### config.mk
export PLATFORM = sky130hd
export DESIGN_NAME = id_ex_latch
export DESIGN_NICKNAME = d
export VERILOG_FILES = /design/src/rtl/id_ex_latch.sv
export SDC_FILE = /design/constraint.sdc
export NUM_CORES = 1
export LEC_CHECK = 0
export ABC_AREA = 1
export CAP_MARGIN = 20
export CELL_PAD_IN_SITES_DETAIL_PLACEMENT = 1
export CELL_PAD_IN_SITES_GLOBAL_PLACEMENT = 2
export CORE_MARGIN = 4
export CORE_UTILIZATION = 24
export DETAILED_ROUTE_END_ITERATION = 8
export PLACE_DENSITY_LB_ADDON = 0.1
export SYNTH_ARGS = -nofsm -noshare
export SYNTH_HDL_FRONTEND = slang
export SYNTH_SLANG_ARGS = --single-unit
### constraint.sdc
create_clock -name CLK -period 14.71 [get_ports CLK]
set_input_delay 1.471 -clock CLK [delete_from_list [all_inputs] [get_ports CLK]]
set_output_delay 1.471 -clock CLK [all_outputs]
set_load 0.03 [all_outputs]
### src/rtl/id_ex_latch.sv
// ---------------------------------------------------------------------------
// id_ex_latch
//
// ID/EX pipeline register of the 5-stage pipelined CPU. It captures the
// decode-stage operands, immediates, register selects and control bits on
// every rising CLK edge. It feeds the ALU operand muxes and the forwarding
// unit in EX. rdat_two_id_ex_output is the "no forward" input of the ALU
// B-operand mux.
//
// Per-edge priority: flush > frozen > stall (!en) > load.
//   flush  : insert a bubble. Every field clears, and the frozen state ends.
//   frozen : a valid halt is held in the register. Every field holds until
//            a flush or RST arrives.
//   !en    : stall. Every field holds.
//   load   : capture the *_id inputs. Control bits are gated by valid_id.
//
// Ports
//   CLK, RST             clock (rising edge), asynchronous active-high reset
//   en                   load enable, 0 = stall
//   flush                squash: bubble on the next edge
//   valid_id             ID stage holds a real instruction
//   *_id                 decode-stage operands, selects and control bits
//   *_id_ex_output       registered copies of the *_id inputs
//   stall_cnt, flush_cnt performance counters
//
// Configuration
//   ID_EX_PERF_EN        When defined, stall_cnt and flush_cnt are
//                        saturating 32-bit counters that only RST clears.
//                        When undefined, both counters are tied to zero.
// ---------------------------------------------------------------------------
module id_ex_latch #(
    parameter int WORD_W = 32,
    parameter int REG_W  = 5,
    parameter int OP_W   = 4
) (
    input  logic              CLK,
    input  logic              RST,
    input  logic              en,
    input  logic              flush,
    input  logic              valid_id,
    input  logic [WORD_W-1:0] pc4_id,
    input  logic [WORD_W-1:0] rdat_one_id,
    input  logic [WORD_W-1:0] rdat_two_id,
    input  logic [WORD_W-1:0] imm_ext_id,
    input  logic [WORD_W-1:0] upper16_id,
    input  logic [4:0]        shamt_id,
    input  logic [OP_W-1:0]   aluop_id,
    input  logic              alusrc_id,
    input  logic [REG_W-1:0]  rs_id,
    input  logic [REG_W-1:0]  rt_id,
    input  logic [REG_W-1:0]  wsel_id,
    input  logic              regwrite_id,
    input  logic              memread_id,
    input  logic              memwrite_id,
    input  logic              halt_id,
    output logic              valid_id_ex_output,
    output logic [WORD_W-1:0] pc4_id_ex_output,
    output logic [WORD_W-1:0] rdat_one_id_ex_output,
    output logic [WORD_W-1:0] rdat_two_id_ex_output,
    output logic [WORD_W-1:0] imm_ext_id_ex_output,
    output logic [WORD_W-1:0] upper16_id_ex_output,
    output logic [4:0]        shamt_id_ex_output,
    output logic [OP_W-1:0]   aluop_id_ex_output,
    output logic              alusrc_id_ex_output,
    output logic [REG_W-1:0]  rs_id_ex_output,
    output logic [REG_W-1:0]  rt_id_ex_output,
    output logic [REG_W-1:0]  wsel_id_ex_output,
    output logic              regwrite_id_ex_output,
    output logic              memread_id_ex_output,
    output logic              memwrite_id_ex_output,
    output logic              halt_id_ex_output,
    output logic [31:0]       stall_cnt,
    output logic [31:0]       flush_cnt
);

    // A valid halt that has reached EX freezes the register. Only a flush or
    // RST releases it.
    logic frozen;
    assign frozen = halt_id_ex_output & valid_id_ex_output;

    // NOTE: Sequential state uses non-blocking (<=) assignments so that every
    // flop samples its pre-edge value. Blocking assignments here would create
    // order-dependent races.
    always_ff @(posedge CLK or posedge RST) begin
        if (RST) begin
            valid_id_ex_output    <= 1'b0;
            pc4_id_ex_output      <= '0;
            rdat_one_id_ex_output <= '0;
            rdat_two_id_ex_output <= '0;
            imm_ext_id_ex_output  <= '0;
            upper16_id_ex_output  <= '0;
            shamt_id_ex_output    <= '0;
            aluop_id_ex_output    <= '0;
            alusrc_id_ex_output   <= 1'b0;
            rs_id_ex_output       <= '0;
            rt_id_ex_output       <= '0;
            wsel_id_ex_output     <= '0;
            regwrite_id_ex_output <= 1'b0;
            memread_id_ex_output  <= 1'b0;
            memwrite_id_ex_output <= 1'b0;
            halt_id_ex_output     <= 1'b0;
        end else if (flush) begin
            // Bubble: wsel=0 and regwrite=0 keep the forwarding unit idle.
            valid_id_ex_output    <= 1'b0;
            pc4_id_ex_output      <= '0;
            rdat_one_id_ex_output <= '0;
            rdat_two_id_ex_output <= '0;
            imm_ext_id_ex_output  <= '0;
            upper16_id_ex_output  <= '0;
            shamt_id_ex_output    <= '0;
            aluop_id_ex_output    <= '0;
            alusrc_id_ex_output   <= 1'b0;
            rs_id_ex_output       <= '0;
            rt_id_ex_output       <= '0;
            wsel_id_ex_output     <= '0;
            regwrite_id_ex_output <= 1'b0;
            memread_id_ex_output  <= 1'b0;
            memwrite_id_ex_output <= 1'b0;
            halt_id_ex_output     <= 1'b0;
        end else if (en && !frozen) begin
            valid_id_ex_output    <= valid_id;
            pc4_id_ex_output      <= pc4_id;
            rdat_one_id_ex_output <= rdat_one_id;
            rdat_two_id_ex_output <= rdat_two_id;
            imm_ext_id_ex_output  <= imm_ext_id;
            upper16_id_ex_output  <= upper16_id;
            shamt_id_ex_output    <= shamt_id;
            aluop_id_ex_output    <= aluop_id;
            alusrc_id_ex_output   <= alusrc_id;
            rs_id_ex_output       <= rs_id;
            rt_id_ex_output       <= rt_id;
            wsel_id_ex_output     <= wsel_id;
            // An invalid instruction must never write registers or memory,
            // and it must never freeze the pipe.
            regwrite_id_ex_output <= valid_id & regwrite_id;
            memread_id_ex_output  <= valid_id & memread_id;
            memwrite_id_ex_output <= valid_id & memwrite_id;
            halt_id_ex_output     <= valid_id & halt_id;
        end
        // In every other case (frozen, or stalled with en=0) all fields hold.
    end

`ifdef ID_EX_PERF_EN
    // Saturating event counters. Only RST clears them.
    always_ff @(posedge CLK or posedge RST) begin
        if (RST) begin
            stall_cnt <= '0;
            flush_cnt <= '0;
        end else begin
            if (!en && !flush && !frozen && stall_cnt != 32'hFFFF_FFFF)
                stall_cnt <= stall_cnt + 32'd1;
            if (flush && flush_cnt != 32'hFFFF_FFFF)
                flush_cnt <= flush_cnt + 32'd1;
        end
    end
`else
    assign stall_cnt = 32'h0;
    assign flush_cnt = 32'h0;
`endif

endmodule

==> flow_metrics.env <==
export IMPL_outcome="complete, no violations"
export IMPL_hold_buffers=0
export IMPL_finalSetupViolCount=0
export IMPL_path_clk_slew_ps=70
export IMPL_worst_path_dominant_cell_family="buffers and inverters"
export IMPL_final_fill_count=4095
export IMPL_r2r_end="upper16_id_ex_output[10]$_DFFE_PP0P_"
export IMPL_post_place_cells=1690
export IMPL_cts_buffers=17
export IMPL_final_cells=1727
export IMPL_cts_sink_count=190
export IMPL_io_pins=448
export IMPL_netlist_top_cells_count="200 x nand2_1, 190 x dfrtp_1, 190 x nand3_1"
export IMPL_critical_path_slowest_cell="buf_4"
export IMPL_worst_slew_pin_slew_ps=1110
export IMPL_drtAntennaViolNets=0
export IMPL_timing_critical_path_required_ps=15090
export IMPL_ys_warn_count=0
export IMPL_synth_cells=941
export IMPL_holdCritStartpoint="imm_ext_id_ex_output[8]$_DFFE_PP0P_"
export IMPL_initial_detailed_routing_violation_count=341
export IMPL_fp_dieH_um=198
export IMPL_syn_area_um2=8700
export IMPL_drv_max_cap_violation_count=0
export IMPL_start_util_pct=24.4
export IMPL_max_clock_path_buffers=2
export IMPL_number_of_antenna_violations_at_the_first_check_in_global_routing=9
export IMPL_synth_avg_cell_area_um2=9.24
export IMPL_number_of_flops_mapped_to_enable_cells_by_yosys=0
export IMPL_post_cts_buffers=0
export IMPL_p_per_area_nw_per_um2=105
export IMPL_horizontal_die_dimension_um=198
export IMPL_path_common_cell="buf_4"
export IMPL_critical_path_arrival_ps=4170
export IMPL_synth_cell_type_count=12
export IMPL_multiInputGateArea_um2=3150
export IMPL_worstHoldEndpoint="imm_ext_id_ex_output[8]$_DFFE_PP0P_"
export IMPL_finalWirelength_um=35300
export IMPL_areaGrowthSynthToFinish_pct=50.5
export IMPL_synth_flop_cell="dfrtp_1"
export IMPL_ratio_of_cells_with_drive_above_1_in_the_final_layout_pct=3.72
export IMPL_achievable_frequency_mhz=263
export IMPL_worst_hold_path_num_cells=2
export IMPL_grt_pass1_wl_um=52200
export IMPL_clock_skew_ps=7.34
export IMPL_totalNegativeSetupSlack_ps=0
export IMPL_core_region_area_um2=35700
export IMPL_final_hold_viol_count=0
export IMPL_max_slew_margin_rel_pct=26.3
export IMPL_final_min_period_over_clock_period_pct=25.8
export IMPL_die_area_um2=39400
export IMPL_finalWeightedCongestion=0.740
export IMPL_grt_start_max_net_pins=190
export IMPL_ys_seq_area_share_pct=54.7
export IMPL_synthArstFlopShare_pct=100
export IMPL_first_global_vias=8243
export IMPL_regToRegSetupSlack_ps=11040
export IMPL_drtPass1Iterations=6
export IMPL_critPathCaptureType="flip-flop"
export IMPL_cts_repair_resize_count=0
export IMPL_area_sequential_um2=4750
export IMPL_worst_path_buf_inv=3
export IMPL_via_to_cell_ratio=4.70
export IMPL_grt_overflow=0
export IMPL_cts_max_level=4
export IMPL_ys_seq_elements=190
export IMPL_worst_skew_pair_late_latency_ps=440
export IMPL_worst_setup_path_type="input port to flip-flop"
export IMPL_min_period_ps=3800
export IMPL_synth_area_leader_cell="dfrtp_1"
export IMPL_tritoncts="yes"
export IMPL_start_kind="input port"
export IMPL_nets=1443
export IMPL_synthMostInstantiatedCell="nand2_1"
export IMPL_routedWlPerCell_um=20.4
export IMPL_cts_root_buffer_cell="clkbuf_16"
export IMPL_hold_path_class="flip-flop to flip-flop"
export IMPL_reg2reg_depth=6
export IMPL_path_cells="buf_6, nand2_4, buf_4, buf_4, nand3_1, nand2_1"
export IMPL_detail_route_drc_violations=0
export IMPL_p_leak_nw=6.12
export IMPL_place_hpwl_um=22700
export IMPL_synth_top_cells_by_area="dfrtp_1 55%, nand4_1 13%, nand3_1 11%, nand2_1 8.6%, buf_4 7.8%"
export IMPL_io_buffer_count=383
export IMPL_cpPeakStageDelay_ps=780
export IMPL_worst_flop_to_flop_path_startpoint="halt_id_ex_output$_DFFE_PP0P_"
export IMPL_critical_path_max_fanout=74
export IMPL_synthDominantCellAreaShare_pct=54.7
export IMPL_track_usage_pct=17.1
export IMPL_power_total_w=0.00138
export IMPL_drv_slew=0
export IMPL_rsz0062_at_grt="false"
export IMPL_worst_ir_drop_vdd_v=0.0000774
export IMPL_dr_total_vias=8118
export IMPL_floorplan_rows=69
## state kept, by name, indices dropped and copies added, names as in the netlist, 4 cells and up
signal / flops
aluop_id_ex_output: 4
rt_id_ex_output: 5
rdat_one_id_ex_output: 32
wsel_id_ex_output: 5
pc4_id_ex_output: 32
upper16_id_ex_output: 32
rdat_two_id_ex_output: 32
shamt_id_ex_output: 5
rs_id_ex_output: 5
imm_ext_id_ex_output: 32
## worst reg2reg max path, cell delays in order, from the launching register on
cell and delay, ps:
dfrtp_1 490, nand2_8 430, nand2_4 730, buf_4 800, buf_4 800, nand3_1 260
nand2_1 100
## power by group
group	switching, W	internal, W	total, W	leakage (nW)
Clock	0.000213	0.000307	0.000520	0.322
Sequential	0.0000172	0.000552	0.000569	2.53
Combinational	0.000176	0.000115	0.000291	3.27
## placed cells by master, fill, tap and decap left out
| cell type | synthesis | final |
|---|---|---|
| clkdlybuf4s50_1 | 0 | 382 |
| nand2_1 | 200 | 199 |
| nand3_1 | 190 | 190 |
| dfrtp_1 | 190 | 190 |
| nand4_1 | 186 | 186 |
| conb_1 | 1 | 64 |
| clkbuf_16 | 0 | 17 |
| buf_4 | 90 | 9 |
| clkbuf_8 | 0 | 5 |
| diode_2 | 0 | 4 |
| nor2_1 | 4 | 4 |
| bufinv_16 | 0 | 4 |
| clkinv_2 | 0 | 4 |
| inv_8 | 0 | 2 |
| nand2_8 | 0 | 1 |
| nand2_4 | 0 | 1 |
| clkinvlp_4 | 0 | 1 |
| inv_6 | 0 | 1 |
| buf_6 | 0 | 1 |
| buf_16 | 0 | 1 |
## per-layer routing
metal,global-route usage [%],vias to the layer above,wire length (µm),part of all wire (%)
met2,27.4,286,16600,47
met3,5.96,33,3010,8.5
met1,22.1,3988,15100,43
met5,0,-,61,0.17
met4,4.41,10,552,1.6
li1,-,3801,-,-
## area by class of cell
class,instances,share of cell area (%)
clock inverters,10,1.19
flip-flops and latches,190,36.3
well taps,461,4.41
repair buffers,393,30.0
inverters,2,0.172
clock buffers,22,3.77
multi-input cells,645,24.0
diodes,4,0.0765
## kinds of logic after synthesis
kind of cell / count (synthesis) / share of synthesized area, %
other: 1 / 0.0431
buffers and inverters: 169 / 12.1
DFF: 190 / 54.7
and+or+nand+nor: 581 / 33.2
## how the worst max path moves through the flow
| stage | startpoint | end | slack [ps] | depth (start not counted) |
|---|---|---|---|---|
| floorplan | RST | aluop_id_ex_output[0]$_DFFE_PP0P_ | 8070 | 1 |
| global placement | en | upper16_id_ex_output[14]$_DFFE_PP0P_ | 10380 | 6 |
| detailed placement | en | upper16_id_ex_output[10]$_DFFE_PP0P_ | 10390 | 6 |
| CTS | halt_id_ex_output$_DFFE_PP0P_ | upper16_id_ex_output[10]$_DFFE_PP0P_ | 10850 | 6 |
| global route | halt_id_ex_output$_DFFE_PP0P_ | upper16_id_ex_output[8]$_DFFE_PP0P_ | 10640 | 6 |
| finish | en | upper16_id_ex_output[10]$_DFFE_PP0P_ | 10910 | 6 |
## stage by stage
stage / utilization [%] / worst slack (ps) / area, µm² / hold WS [ps]
floorplan: - / 8070 / 8930 / 673
global placement: 34.8 / 10380 / 12400 / 481
detailed placement: 34.8 / 10390 / 12400 / 487
CTS: 36.6 / 10850 / 13100 / 504
global route: 36.7 / 10640 / 13100 / 518
finish: 36.7 / 10910 / 13100 / 496
Note: power is estimated with default switching activity, not from simulation.
